===== config.mk =====
export PLATFORM = sky130hd
export DESIGN_NAME = uart_rx_os
export DESIGN_NICKNAME = d
export VERILOG_FILES = /design/src/rtl/uart_rx_os.sv
export SDC_FILE = /design/constraint.sdc
export NUM_CORES = 1
export LEC_CHECK = 0
export CELL_PAD_IN_SITES_DETAIL_PLACEMENT = 0
export CELL_PAD_IN_SITES_GLOBAL_PLACEMENT = 1
export CORE_ASPECT_RATIO = 0.75
export CORE_MARGIN = 2
export CORE_UTILIZATION = 43
export DETAILED_ROUTE_END_ITERATION = 12
export PLACE_DENSITY = 0.85
export SLEW_MARGIN = 0
export SYNTH_ARGS = -nofsm -noshare
export SYNTH_HDL_FRONTEND = slang
export SYNTH_SLANG_ARGS = --single-unit

===== constraint.sdc =====
create_clock -name clk -period 2.4 [get_ports clk]
set_clock_uncertainty 0.15 [all_clocks]
set_input_delay 0.24 -clock clk [delete_from_list [all_inputs] [get_ports clk]]
set_output_delay 0.24 -clock clk [all_outputs]
set_load 0.005 [all_outputs]

===== src/rtl/uart_rx_os.sv =====
// uart_rx_os: oversampled UART receiver, majority-vote sampling, valid/ready holding register.
// Optional UART_RX_BREAK_DETECT_EN adds break_det and keeps break frames out of the holding register.
module uart_rx_os #(
  parameter int N           = 8,
  parameter int M           = 1,
  parameter int PARITY_MODE = 0,
  parameter int OVERSAMPLE  = 16
) (
  input  logic         clk,
  input  logic         reset,
  input  logic         tick,
  input  logic         rx,
  output logic [N-1:0] data_out,
  output logic         valid,
  input  logic         ready,
  output logic         parity_err,
  output logic         frame_err,
  output logic         overrun,
`ifdef UART_RX_BREAK_DETECT_EN
  output logic         break_det,
`endif
  output logic         busy
);
  localparam int SW = $clog2(OVERSAMPLE);
  localparam int IW = $clog2(N);
  localparam logic [SW-1:0] S_LO  = SW'(OVERSAMPLE / 2 - 1);
  localparam logic [SW-1:0] S_MID = SW'(OVERSAMPLE / 2);
  localparam logic [SW-1:0] S_DEC = SW'(OVERSAMPLE / 2 + 1);
  localparam logic [SW-1:0] S_END = SW'(OVERSAMPLE - 1);

  typedef enum logic [2:0] {IDLE, START, DATA, PARITY, STOP} state_t;

  state_t        state_q, state_d;
  logic [1:0]    sync_q;
  logic [SW-1:0] s_cnt_q, s_cnt_d;
  logic [IW-1:0] idx_q, idx_d;
  logic          st_q, st_d;
  logic [1:0]    smp_q, smp_d;
  logic [N-1:0]  sh_q, sh_d;
  logic          pe_q, pe_d, fe_q, fe_d;
  logic [N-1:0]  data_q;
  logic          valid_q, perr_q, ferr_q, ovr_q;
  logic          rxs, maj, dec, bit_end, last_stop, done;
`ifdef UART_RX_BREAK_DETECT_EN
  logic          pbit_q, pbit_d, fs0_q, fs0_d, wait_q, wait_d, brk, brk_q;
`endif

  assign rxs       = sync_q[1];
  assign dec       = tick && s_cnt_q == S_DEC;
  assign bit_end   = tick && s_cnt_q == S_END;
  assign last_stop = st_q == 1'(M - 1);
  // the third vote is the live synchronised sample at the decision tick
  assign maj       = (smp_q[0] & smp_q[1]) | (smp_q[0] & rxs) | (smp_q[1] & rxs);

  always_ff @(posedge clk) begin
    if (!reset) begin
      state_q <= IDLE;
      sync_q  <= 2'b11;
      s_cnt_q <= '0;
      idx_q   <= '0;
      st_q    <= 1'b0;
      smp_q   <= '0;
      sh_q    <= '0;
      pe_q    <= 1'b0;
      fe_q    <= 1'b0;
      data_q  <= '0;
      valid_q <= 1'b0;
      perr_q  <= 1'b0;
      ferr_q  <= 1'b0;
      ovr_q   <= 1'b0;
`ifdef UART_RX_BREAK_DETECT_EN
      pbit_q  <= 1'b0;
      fs0_q   <= 1'b0;
      wait_q  <= 1'b0;
      brk_q   <= 1'b0;
`endif
    end else begin
      state_q <= state_d;
      sync_q  <= {sync_q[0], rx};
      s_cnt_q <= s_cnt_d;
      idx_q   <= idx_d;
      st_q    <= st_d;
      smp_q   <= smp_d;
      sh_q    <= sh_d;
      pe_q    <= pe_d;
      fe_q    <= fe_d;
`ifdef UART_RX_BREAK_DETECT_EN
      pbit_q  <= pbit_d;
      fs0_q   <= fs0_d;
      wait_q  <= wait_d;
      brk_q   <= brk;
`endif
      if (done) begin
        data_q  <= sh_q;
        perr_q  <= pe_q;
        ferr_q  <= fe_q | ~maj;
        ovr_q   <= valid_q & ~ready;
        valid_q <= 1'b1;
      end else if (valid_q && ready) begin
        valid_q <= 1'b0;
        perr_q  <= 1'b0;
        ferr_q  <= 1'b0;
        ovr_q   <= 1'b0;
      end
    end
  end

  always_comb begin
    state_d = state_q;
    s_cnt_d = tick ? (s_cnt_q == S_END ? '0 : s_cnt_q + 1'b1) : s_cnt_q;
    idx_d   = idx_q;
    st_d    = st_q;
    smp_d   = smp_q;
    sh_d    = sh_q;
    pe_d    = pe_q;
    fe_d    = fe_q;
    done    = 1'b0;
`ifdef UART_RX_BREAK_DETECT_EN
    pbit_d  = pbit_q;
    fs0_d   = fs0_q;
    wait_d  = wait_q;
    brk     = 1'b0;
`endif
    if (tick && s_cnt_q == S_LO) smp_d[0] = rxs;
    if (tick && s_cnt_q == S_MID) smp_d[1] = rxs;
    case (state_q)
      IDLE: begin
        s_cnt_d = '0;
        idx_d   = '0;
        st_d    = 1'b0;
        pe_d    = 1'b0;
        fe_d    = 1'b0;
`ifdef UART_RX_BREAK_DETECT_EN
        wait_d  = 1'b0;
`endif
        if (tick && !rxs) state_d = START;
      end
      START: begin
        if (dec && maj) state_d = IDLE;
        else if (bit_end) state_d = DATA;
      end
      DATA: begin
        if (dec) sh_d = {maj, sh_q[N-1:1]};
        if (bit_end) begin
          if (idx_q == IW'(N - 1)) state_d = PARITY_MODE != 0 ? PARITY : STOP;
          else idx_d = idx_q + 1'b1;
        end
      end
      PARITY: begin
        if (dec) pe_d = maj ^ (^sh_q) ^ (PARITY_MODE == 2);
`ifdef UART_RX_BREAK_DETECT_EN
        if (dec) pbit_d = maj;
`endif
        if (bit_end) state_d = STOP;
      end
      STOP: begin
`ifdef UART_RX_BREAK_DETECT_EN
        if (wait_q) begin
          if (tick && rxs) state_d = IDLE;
        end else
`endif
        begin
          if (dec && !maj) fe_d = 1'b1;
`ifdef UART_RX_BREAK_DETECT_EN
          if (dec && !st_q) fs0_d = !maj;
`endif
          // last stop bit finishes mid-bit so a back-to-back start edge is not missed
          if (dec && last_stop) begin
            state_d = IDLE;
            done    = 1'b1;
`ifdef UART_RX_BREAK_DETECT_EN
            if (sh_q == '0 && (PARITY_MODE == 0 || !pbit_q) && (st_q ? fs0_q : !maj)) begin
              brk     = 1'b1;
              done    = 1'b0;
              state_d = STOP;
              wait_d  = 1'b1;
            end
`endif
          end
          if (bit_end && !last_stop) st_d = 1'b1;
        end
      end
      default: state_d = IDLE;
    endcase
  end

  always_comb begin
    busy       = state_q != IDLE;
    data_out   = data_q;
    valid      = valid_q;
    parity_err = perr_q;
    frame_err  = ferr_q;
    overrun    = ovr_q;
`ifdef UART_RX_BREAK_DETECT_EN
    break_det  = brk_q;
`endif
  end
endmodule

==> flow_summary.ini <==
[place]
gp_congestion = 0.730
dp_hpwl_mm = 2.38
port_buffers = 17

[synth]
yosysWarnings = 0
synth-main-ff-cell = dfxtp_1
yosysTopAreaCell = dfxtp_1
ys_types = 42
synth_top_area_share_pct = 44.1
syn_area_um2 = 1680
synthCells = 172
syn_avg_cell_area_um2 = 9.76
ys_top_cells_by_area = dfxtp_1, mux2i_1, nor2_1
ys_seq_elements = 37
yosysSeqAreaShare_pct = 44.1
synth-async-reset-ratio_pct = 0
synth-edff-count = 0
syn_nets = 182

[floorplan]
die_h_um = 58.1
initial_utilization_pct = 45.3
row_count = 19
die_area_um2 = 4430
fp.coreArea_um2 = 3710
die_x_um = 76.2
ios = 18

[run_status]
status = completed

[sta]
hold-worst-slack_ps = 269
rsz0062_at_grt = no
worstMarginPinSlew_ps = 535
finalCritPeriodShare_pct = 88.7
fmax_mhz = 470
setup_tns_ps = 0
finalSetupViolations = 0
slew_violations = 0
finalCriticalPeriod_ps = 2130
relSlewSlack_pct = 64.3
hold_violations = 0

[clock_tree]
cts_resized = 0
cts.sinks = 37
cts_tree = yes
cts_setup_buffers = 0
cts_root_buf = clkbuf_8
cts_hold_buf = 0
clockBufferDepth = 2
clk_pin_slew_ps = 70
htreeDepth = 2
clk_latency_ps = 290
cts_buffers = 5

[worst_setup_path]
cp_num_cells = 2
required_ps = 2010
worstReg2RegEnd = state_q[1]
cp_slowest_stage_delay_ps = 510
worst-r2r-setup-slack_ps = 580
path_buf_inv = 1
endpoint = busy
cp-startpoint = state_q[1]
path_cells = or3_1 > clkdlybuf4s50_1
critPathTopFamily = simple AND/OR/NAND/NOR gates
rr_worst_depth = 5
rr_startpoint = s_cnt_q[0]
setup.worst_path.class = flop to output port
end_kind = output port
start_kind = flop
cp_slowest_cell = or3_1
path_max_fanout = 15
worstPathArrival_ps = 1740

[detailed_routing]
firstDrtPassIters = 5
drt_iter0_markers = 52
post_drt_wl_per_cell_um = 13.2
via_per_inst = 5.21
routed_wl_mm = 3.20
via_count = 1261
drc = 0
postRouteAntennaNets = 0

[finish]
area_delta_synth_final_pct = 18.7
seq_area_um2 = 741
layout_commonest_cell = dfxtp_1
fillers = 362
antennaDiodeCount = 0
drive_gt1_share_pct = 8.95
mostFrequentLayoutCells = dfxtp_1, nor2_1, mux2i_1, clkdlybuf4s50_1, nand2_1
final_nets = 199
multi_input_area_um2 = 867

[power]
p_sw_share_pct = 21.9
p_int_uw = 863
pwr-share-seq_pct = 56.0
p_per_area_nw_per_um2 = 554
p_sw_uw = 242
irDropWorstVdd_mv = 0.308
pwr-share-clk_pct = 40.9
power.leakage_uw = 0.000788
comb_power_share_pct = 3.1

[global_routing]
busiest_layer = met2
grt_pass1_wl_mm = 5.42
grt_use_total_pct = 15.7
antenna_found_initial = 0
grtUsageMet3_pct = 4.36
gr-usage-met2_pct = 25.9
grt_pass1_vias = 1169
grt_max_degree = 17
gr-total-overflow = 0
met1_usage_pct = 20.3

[run]
cap_violations = 0

[worst_hold_path]
min_path_type = flop to flop
==> worst reg2reg max path: stages, from the launching register on <==
cell and delay, ps:
dfxtp_1 350, ha_1 260, and4_1 260, a311oi_1 450, o21ai_1 130, a21oi_1 150
==> cell type report <==
type	instances	share of cell area, %
inverter	5	0.942
timing repair buffer	20	10.3
sequential	37	37.2
tap	52	3.26
clock buffer	6	4.14
clock inverter	2	0.691
multi-input combinational	120	43.5
==> metrics by stage <==
stage               worst slack, ps  utilization [%]  std cells  area, um^2  power (uW)
finish                          272             53.7        242        1990        1100
global route                    179             53.7        242        1990        1150
CTS                             262             53.7        242        1990        1120
detailed placement              207             51.1        234        1900         667
global placement                291             51.1        234        1900         666
floorplan                       737                -        172        1680         651
==> cells in the mapped netlist, types with 2 or more instances <==
master	n
nand4_1	5
buf_2	2
nand2_1	9
a311oi_1	2
nor2_1	27
nand3b_1	3
nand2b_1	3
dfxtp_1	37
inv_1	5
mux2i_1	20
nand4b_1	4
or3_1	2
ha_1	5
o21ai_0	3
xor2_1	2
a21oi_1	8
clkbuf_1	5
xnor2_1	6
==> cell families (layout without fill, tap and decap cells) <==
kind of cell,count (synthesis),after routing,synth area share (%)
AND/OR/NAND/NOR,65,65,22.4
flip-flops,37,37,44.1
multiplexers,21,21,12.6
AO/OA/AOI/OAI,19,19,6.86
buffers and inverters,15,33,4.25
XOR/XNOR,9,9,5.51
adder cells (fa/ha/maj),6,6,4.32
==> layer usage <==
| layer | routed length (um) | part of all wire (%) | up-vias |
|---|---|---|---|
| li1 | - | - | 638 |
| met4 | 16 | 0.50 | 0 |
| met3 | 123 | 3.8 | 2 |
| met5 | 0 | 0 | - |
| met2 | 1530 | 48 | 19 |
| met1 | 1530 | 48 | 602 |
==> registers in the layout (all words and copies together) (netlist names), 2 cells and up <==
name      flops
data_out      8
sh_q          8
s_cnt_q       4
idx_q         3
state_q       3
smp_q         2
sync_q        2
==> worst min-delay path by stage <==
stage | startpoint | endpoint | cells after the start
6_report | sync_q[0] | sync_q[1] | 1
4_1_cts | sync_q[0] | sync_q[1] | 1
2_1_floorplan | reset | sync_q[0] | 1
3_5_place_dp | sync_q[0] | sync_q[1] | 1
5_1_grt | sync_q[0] | sync_q[1] | 1
3_3_place_gp | sync_q[0] | sync_q[1] | 1
==> power groups by stage <==
stage	logic [uW]	clock network, uW	registers (uW)
floorplan	20.1	0	631
global placement	33.6	0	632
detailed placement	34.4	0	633
CTS	34.5	464	618
global route	38.4	492	619
finish	34.5	451	618
Note: power is estimated with default switching activity, not from simulation.
